## config.mk

```make
export PLATFORM = sky130hd
export DESIGN_NAME = prim_fifo_burst_reader
export DESIGN_NICKNAME = d
export VERILOG_FILES = /design/src/rtl/prim_fifo_burst_pkg.sv /design/src/rtl/prim_fifo_burst_reader.sv
export SDC_FILE = /design/constraint.sdc
export NUM_CORES = 1
export LEC_CHECK = 0
export ABC_AREA = 1
export CORE_MARGIN = 2
export CORE_UTILIZATION = 51
export CTS_CLUSTER_SIZE = 8
export DETAILED_ROUTE_END_ITERATION = 7
export PLACE_DENSITY = 0.85
export RECOVER_POWER = 100
export SKIP_CTS_REPAIR_TIMING = 1
export SYNTH_ARGS = -nofsm -noshare
export SYNTH_HDL_FRONTEND = slang
export SYNTH_SLANG_ARGS = --single-unit
```

## constraint.sdc

```tcl
create_clock -name clk_i -period 5.6 [get_ports clk_i]
set_clock_uncertainty 0.2 [all_clocks]
set_input_delay 1.4 -clock clk_i [delete_from_list [all_inputs] [get_ports clk_i]]
set_output_delay 1.4 -clock clk_i [all_outputs]
set_load 0.01 [all_outputs]
```

## src/rtl/prim_fifo_burst_pkg.sv

```systemverilog
// Shared types for the FIFO burst reader.
package prim_fifo_burst_pkg;

    // Reader FSM: wait for enough data, then drain one burst.
    typedef enum logic {
        IDLE  = 1'b0,
        BURST = 1'b1
    } burst_state_e;

endpackage

```

## src/rtl/prim_fifo_burst_reader.sv

```systemverilog
// Drains a FIFO read port in fixed-length bursts onto a registered
// valid/ready stream, tagging the final word of each burst with last.
// A partial burst is flushed once the head word has waited timeout_i cycles.
module prim_fifo_burst_reader
    import prim_fifo_burst_pkg::*;
#(
    parameter int Width    = 16,
    parameter int Depth    = 4,
    parameter int MaxBurst = 4,
    parameter int TimeoutW = 8,
    localparam int DepthW  = $clog2(Depth + 1),
    localparam int BurstW  = $clog2(MaxBurst + 1)
) (
    input  logic                clk_i,
    input  logic                rst_ni,
    input  logic                fifo_rvalid_i,
    output logic                fifo_rready_o,
    input  logic [Width-1:0]    fifo_rdata_i,
    input  logic [DepthW-1:0]   fifo_rdepth_i,
    input  logic [BurstW-1:0]   burst_len_i,
    input  logic [TimeoutW-1:0] timeout_i,
    output logic                out_valid_o,
    input  logic                out_ready_i,
    output logic [Width-1:0]    out_data_o,
    output logic                out_last_o,
    output logic                busy_o
);

    // Common width for comparing fill level against burst length.
    localparam int CntW   = (DepthW > BurstW) ? DepthW : BurstW;
    // Upper bound on a burst; never above Depth so the threshold is reachable.
    localparam int LenCap = (MaxBurst < Depth) ? MaxBurst : Depth;

    burst_state_e        state;
    burst_state_e        state_next;
    logic [TimeoutW-1:0] timer;
    logic [CntW-1:0]     beats_left;
    logic [CntW-1:0]     len_eff;
    logic [CntW-1:0]     depth_ext;
    logic                start_full;
    logic                start_flush;
    logic                pop;
    logic                out_valid;
    logic [Width-1:0]    out_data;
    logic                out_last;

    assign depth_ext = CntW'(fifo_rdepth_i);

    // Effective burst length: zero means one word, capped by MaxBurst and Depth.
    always_comb begin
        len_eff = CntW'(burst_len_i);
        if (burst_len_i == '0) begin
            len_eff = CntW'(1);
        end
        if (len_eff > CntW'(LenCap)) begin
            len_eff = CntW'(LenCap);
        end
    end

    // State register.
    always_ff @(posedge clk_i or negedge rst_ni) begin
        if (!rst_ni) begin
            state <= IDLE;
        end else begin
            state <= state_next;
        end
    end

    // Next-state, start decisions and pop request.
    always_comb begin
        state_next    = state;
        start_full    = 1'b0;
        start_flush   = 1'b0;
        fifo_rready_o = 1'b0;
        unique case (state)
            IDLE: begin
                // A full burst takes priority over a timeout flush.
                if (depth_ext >= len_eff) begin
                    start_full = 1'b1;
                    state_next = BURST;
                end else if ((timeout_i != '0) && fifo_rvalid_i && (timer >= timeout_i)) begin
                    start_flush = 1'b1;
                    state_next  = BURST;
                end
            end
            BURST: begin
                fifo_rready_o = (beats_left != '0) & (~out_valid | out_ready_i);
                // A lagging depth can start a zero-beat flush; leave at once then.
                if ((beats_left == '0) || (fifo_rvalid_i && fifo_rready_o && (beats_left == CntW'(1)))) begin
                    state_next = IDLE;
                end
            end
            default: state_next = IDLE;
        endcase
        pop = fifo_rvalid_i & fifo_rready_o;
    end

    // Wait timer: counts cycles the head word has been waiting while IDLE.
    always_ff @(posedge clk_i or negedge rst_ni) begin
        if (!rst_ni) begin
            timer <= '0;
        end else if ((state != IDLE) || start_full || start_flush || !fifo_rvalid_i) begin
            timer <= '0;
        end else if (timer != '1) begin
            timer <= timer + TimeoutW'(1);
        end
    end

    // Beat counter: loaded at burst start, decremented on each pop.
    always_ff @(posedge clk_i or negedge rst_ni) begin
        if (!rst_ni) begin
            beats_left <= '0;
        end else if (start_full) begin
            beats_left <= len_eff;
        end else if (start_flush) begin
            beats_left <= depth_ext;
        end else if (pop) begin
            beats_left <= beats_left - CntW'(1);
        end
    end

    // One-entry output register: loads on pop, empties when accepted.
    always_ff @(posedge clk_i or negedge rst_ni) begin
        if (!rst_ni) begin
            out_valid <= 1'b0;
            out_data  <= '0;
            out_last  <= 1'b0;
        end else if (pop) begin
            out_valid <= 1'b1;
            out_data  <= fifo_rdata_i;
            out_last  <= (beats_left == CntW'(1));
        end else if (out_ready_i) begin
            out_valid <= 1'b0;
            out_last  <= 1'b0;
        end
    end

    assign out_valid_o = out_valid;
    assign out_data_o  = out_data;
    assign out_last_o  = out_last;
    assign busy_o      = (state == BURST) | out_valid;

    // The FIFO cannot empty under a burst because this block is its only reader.
    rvalid_held_in_burst_a: assert property (
        @(posedge clk_i) disable iff (!rst_ni)
        ((state == BURST) && (beats_left != '0)) |-> fifo_rvalid_i
    );

endmodule
```

==> results.cfg <==
[placed_design]
hpwlAfterDp_um = 2940
place_inst = 288
finalWeightedCongestion = 0.879
placement.cell_area_um2 = 2420
buffer_ports.inserted = 53

[cts]
cts.clk_slew.worst_paths_ps = 90
cts-buffers-inserted = 5
tritoncts_num_sinks = 30
h-tree-depth = 2
cts_tree = yes
ctsLongestPathBuffers = 2
clkLatencyLatePin_ps = 340
clock_tree.root_cell = sky130_fd_sc_hd__clkbuf_4

[finish]
layout.cells.most_common_list = sky130_fd_sc_hd__nand2_1, sky130_fd_sc_hd__dfrtp_1, sky130_fd_sc_hd__clkdlybuf4s50_1
fin_nets = 298
post-route-cell-area_um2 = 2400
final_core_utilization = 0.701
drive_gt1_frac = 0.100
nFillCells = 286
antenna_cells_inserted = 0
final-instance-count-excl-fill = 296
synthToLayoutAreaGrowth_pct = 29.6

[synthesis]
syn_area_um2 = 1850
yosys_warnings = 0
synth_sequential_area_ratio = 0.406
mappedNetlistNets = 239
yosysUniqueCellTypes = 30
synth_area_leader_cell = sky130_fd_sc_hd__dfrtp_1
post-synth-top-area-fraction = 0.406
synth-seq-cells = 30
syn_area_per_cell_um2 = 9.73
synth_area_leaders = sky130_fd_sc_hd__dfrtp_1, sky130_fd_sc_hd__mux2_4, sky130_fd_sc_hd__ha_1
netlist_instances = 190

[timing]
tns_ps = 0
final_max_slew_violation_count = 31
setup_violations = 0
timing.fmax_ghz = 0.224
finalCriticalPeriod_ps = 4470
grt_setup_unrepaired = no
finalHoldViolCount = 0
worst_pin_slew_ps = 1590
final.period_utilization = 0.798
worst_slew_margin_rel = -0.0582

[power]
static-leakage-power_uw = 0.00114
power_density_cells_nw_per_um2 = 371
power_uw = 889
ir_worst_vdd_mv = 0.299

[routing]
via_per_inst = 4.94
ant_nets = 0
routedWlPerCell_um = 12.8
firstDrtPassIters = 4
drt_iter0_markers = 32
post-route-drc-count = 0
drt_wl_total_um = 3780
vias = 1461

[grt]
first_pass_grt_wire_length_um = 6360
global_route.usage.total = 0.203
first_global_vias = 1482
grt.overflow.total = 0
antenna_violations_before_repair = 0
pin_count_of_the_biggest_net_entering_global_routing = 31

[status]
violations = capacitance limit, slew limit
outcome = complete, but fails checks

[floorplan]
die_w_um = 64.2
number_of_standard_cell_rows_in_the_floorplan = 21
fp.dieArea_um2 = 4120
coreArea_um2 = 3420
floorplan.initialDensity = 0.541
die_y_um = 64.2
boundaryPins = 54

[setup_path]
critical_path.endpoint_type = output pin
crit_fanout = 3
worst_path_max_delay_cell = sky130_fd_sc_hd__dlygate4sd3_1
worst-endpoint-arrival_ps = 2870
cp_cell_sequence = dlygate4sd3_1 > nor2_1 > nor2_4 > dlygate4sd3_1
setup.worst_path.class = in -> out
required_ps = 4000
critPathMaxStageDelay_ps = 600
timing.critical_path.mode_cell = sky130_fd_sc_hd__dlygate4sd3_1
critical_path_launch_point_type = input pin

[job]
timing.max_cap.violations = 1

[worst_hold_path]
holdCritPathClass = reg -> reg
worst max-delay path, delay by kind of cell:
family	cells	cell delay [ps]
buffers and inverters	2	1170
and+or+nand+nor	2	300
routing by layer:
layer,track usage,wire (um),share of wire
met5,0,0,0
met4,0.104,104,0.028
met3,0.0651,197,0.052
met2,0.348,1880,0.50
met1,0.225,1600,0.42
report_power, final:
part | internal, uW | switching, uW
Clock | 60.3 | 79.7
Combinational | 211 | 194
Sequential | 297 | 47.0
sequential cells by signal (all words and copies together) (netlist names):
| signal | count |
|---|---|
| out_valid_o | 1 |
| state | 1 |
| beats_left | 3 |
| out_data_o | 16 |
| out_last_o | 1 |
| timer | 8 |
synthesized netlist by cell type, drive strengths merged:
cell	count
a31o	1
nand2	32
a21oi	4
buf	2
clkinv	1
inv	28
dfrtp	30
ha	15
nor2	24
nand3b	2
nand4	8
xnor2	2
nand3	14
mux2	16
xor2	3
and2	1
o21ai	4
o21a	1
o21bai	1
o31ai	1
metrics by stage:
stage          hold WS (ps)  worst slack [ps]
3_3_place_gp            275              1350
2_1_floorplan           294              2320
5_1_grt                 319              1090
4_1_cts                 311              1320
3_5_place_dp            290              1330
6_report                294              1130
area by class of cell:
cell class                 count  area [um2]  share of cell area
inverter                      29         109              0.0454
multi-input combinational    129         881               0.368
clock buffer                   6        51.3              0.0214
clock inverter                 2        12.5             0.00522
timing repair buffer          54         534               0.223
sequential                    30         751               0.313
tap                           46        57.6              0.0240
final timing paths:
kind                               start       endpoint  slack, ps  depth (start not counted)
max                          out_ready_i  fifo_rready_o       1130                          4
min                        out_data_o[9]  out_data_o[9]        290                          1
max reg2reg                     timer[3]       timer[0]       3170                         11
min reg2reg                out_data_o[9]  out_data_o[9]        290                          1
max in group asynchronous         rst_ni  beats_left[0]       2490                          2
min in group asynchronous         rst_ni       timer[2]       1770                          2
kinds of logic (layout without fill, tap and decap cells):
logic type               count (synthesis)  in the layout  synth area share
AND/OR/NAND/NOR                         81             81             0.233
buffers and inverters                   31             91            0.0710
flip-flops                              30             30             0.406
multiplexers                            16             16             0.124
adder cells (fa/ha/maj)                 15             15             0.101
AO/OA/AOI/OAI                           12             12            0.0406
XOR/XNOR                                 5              5            0.0237
Power figures use the tool's default switching activity.
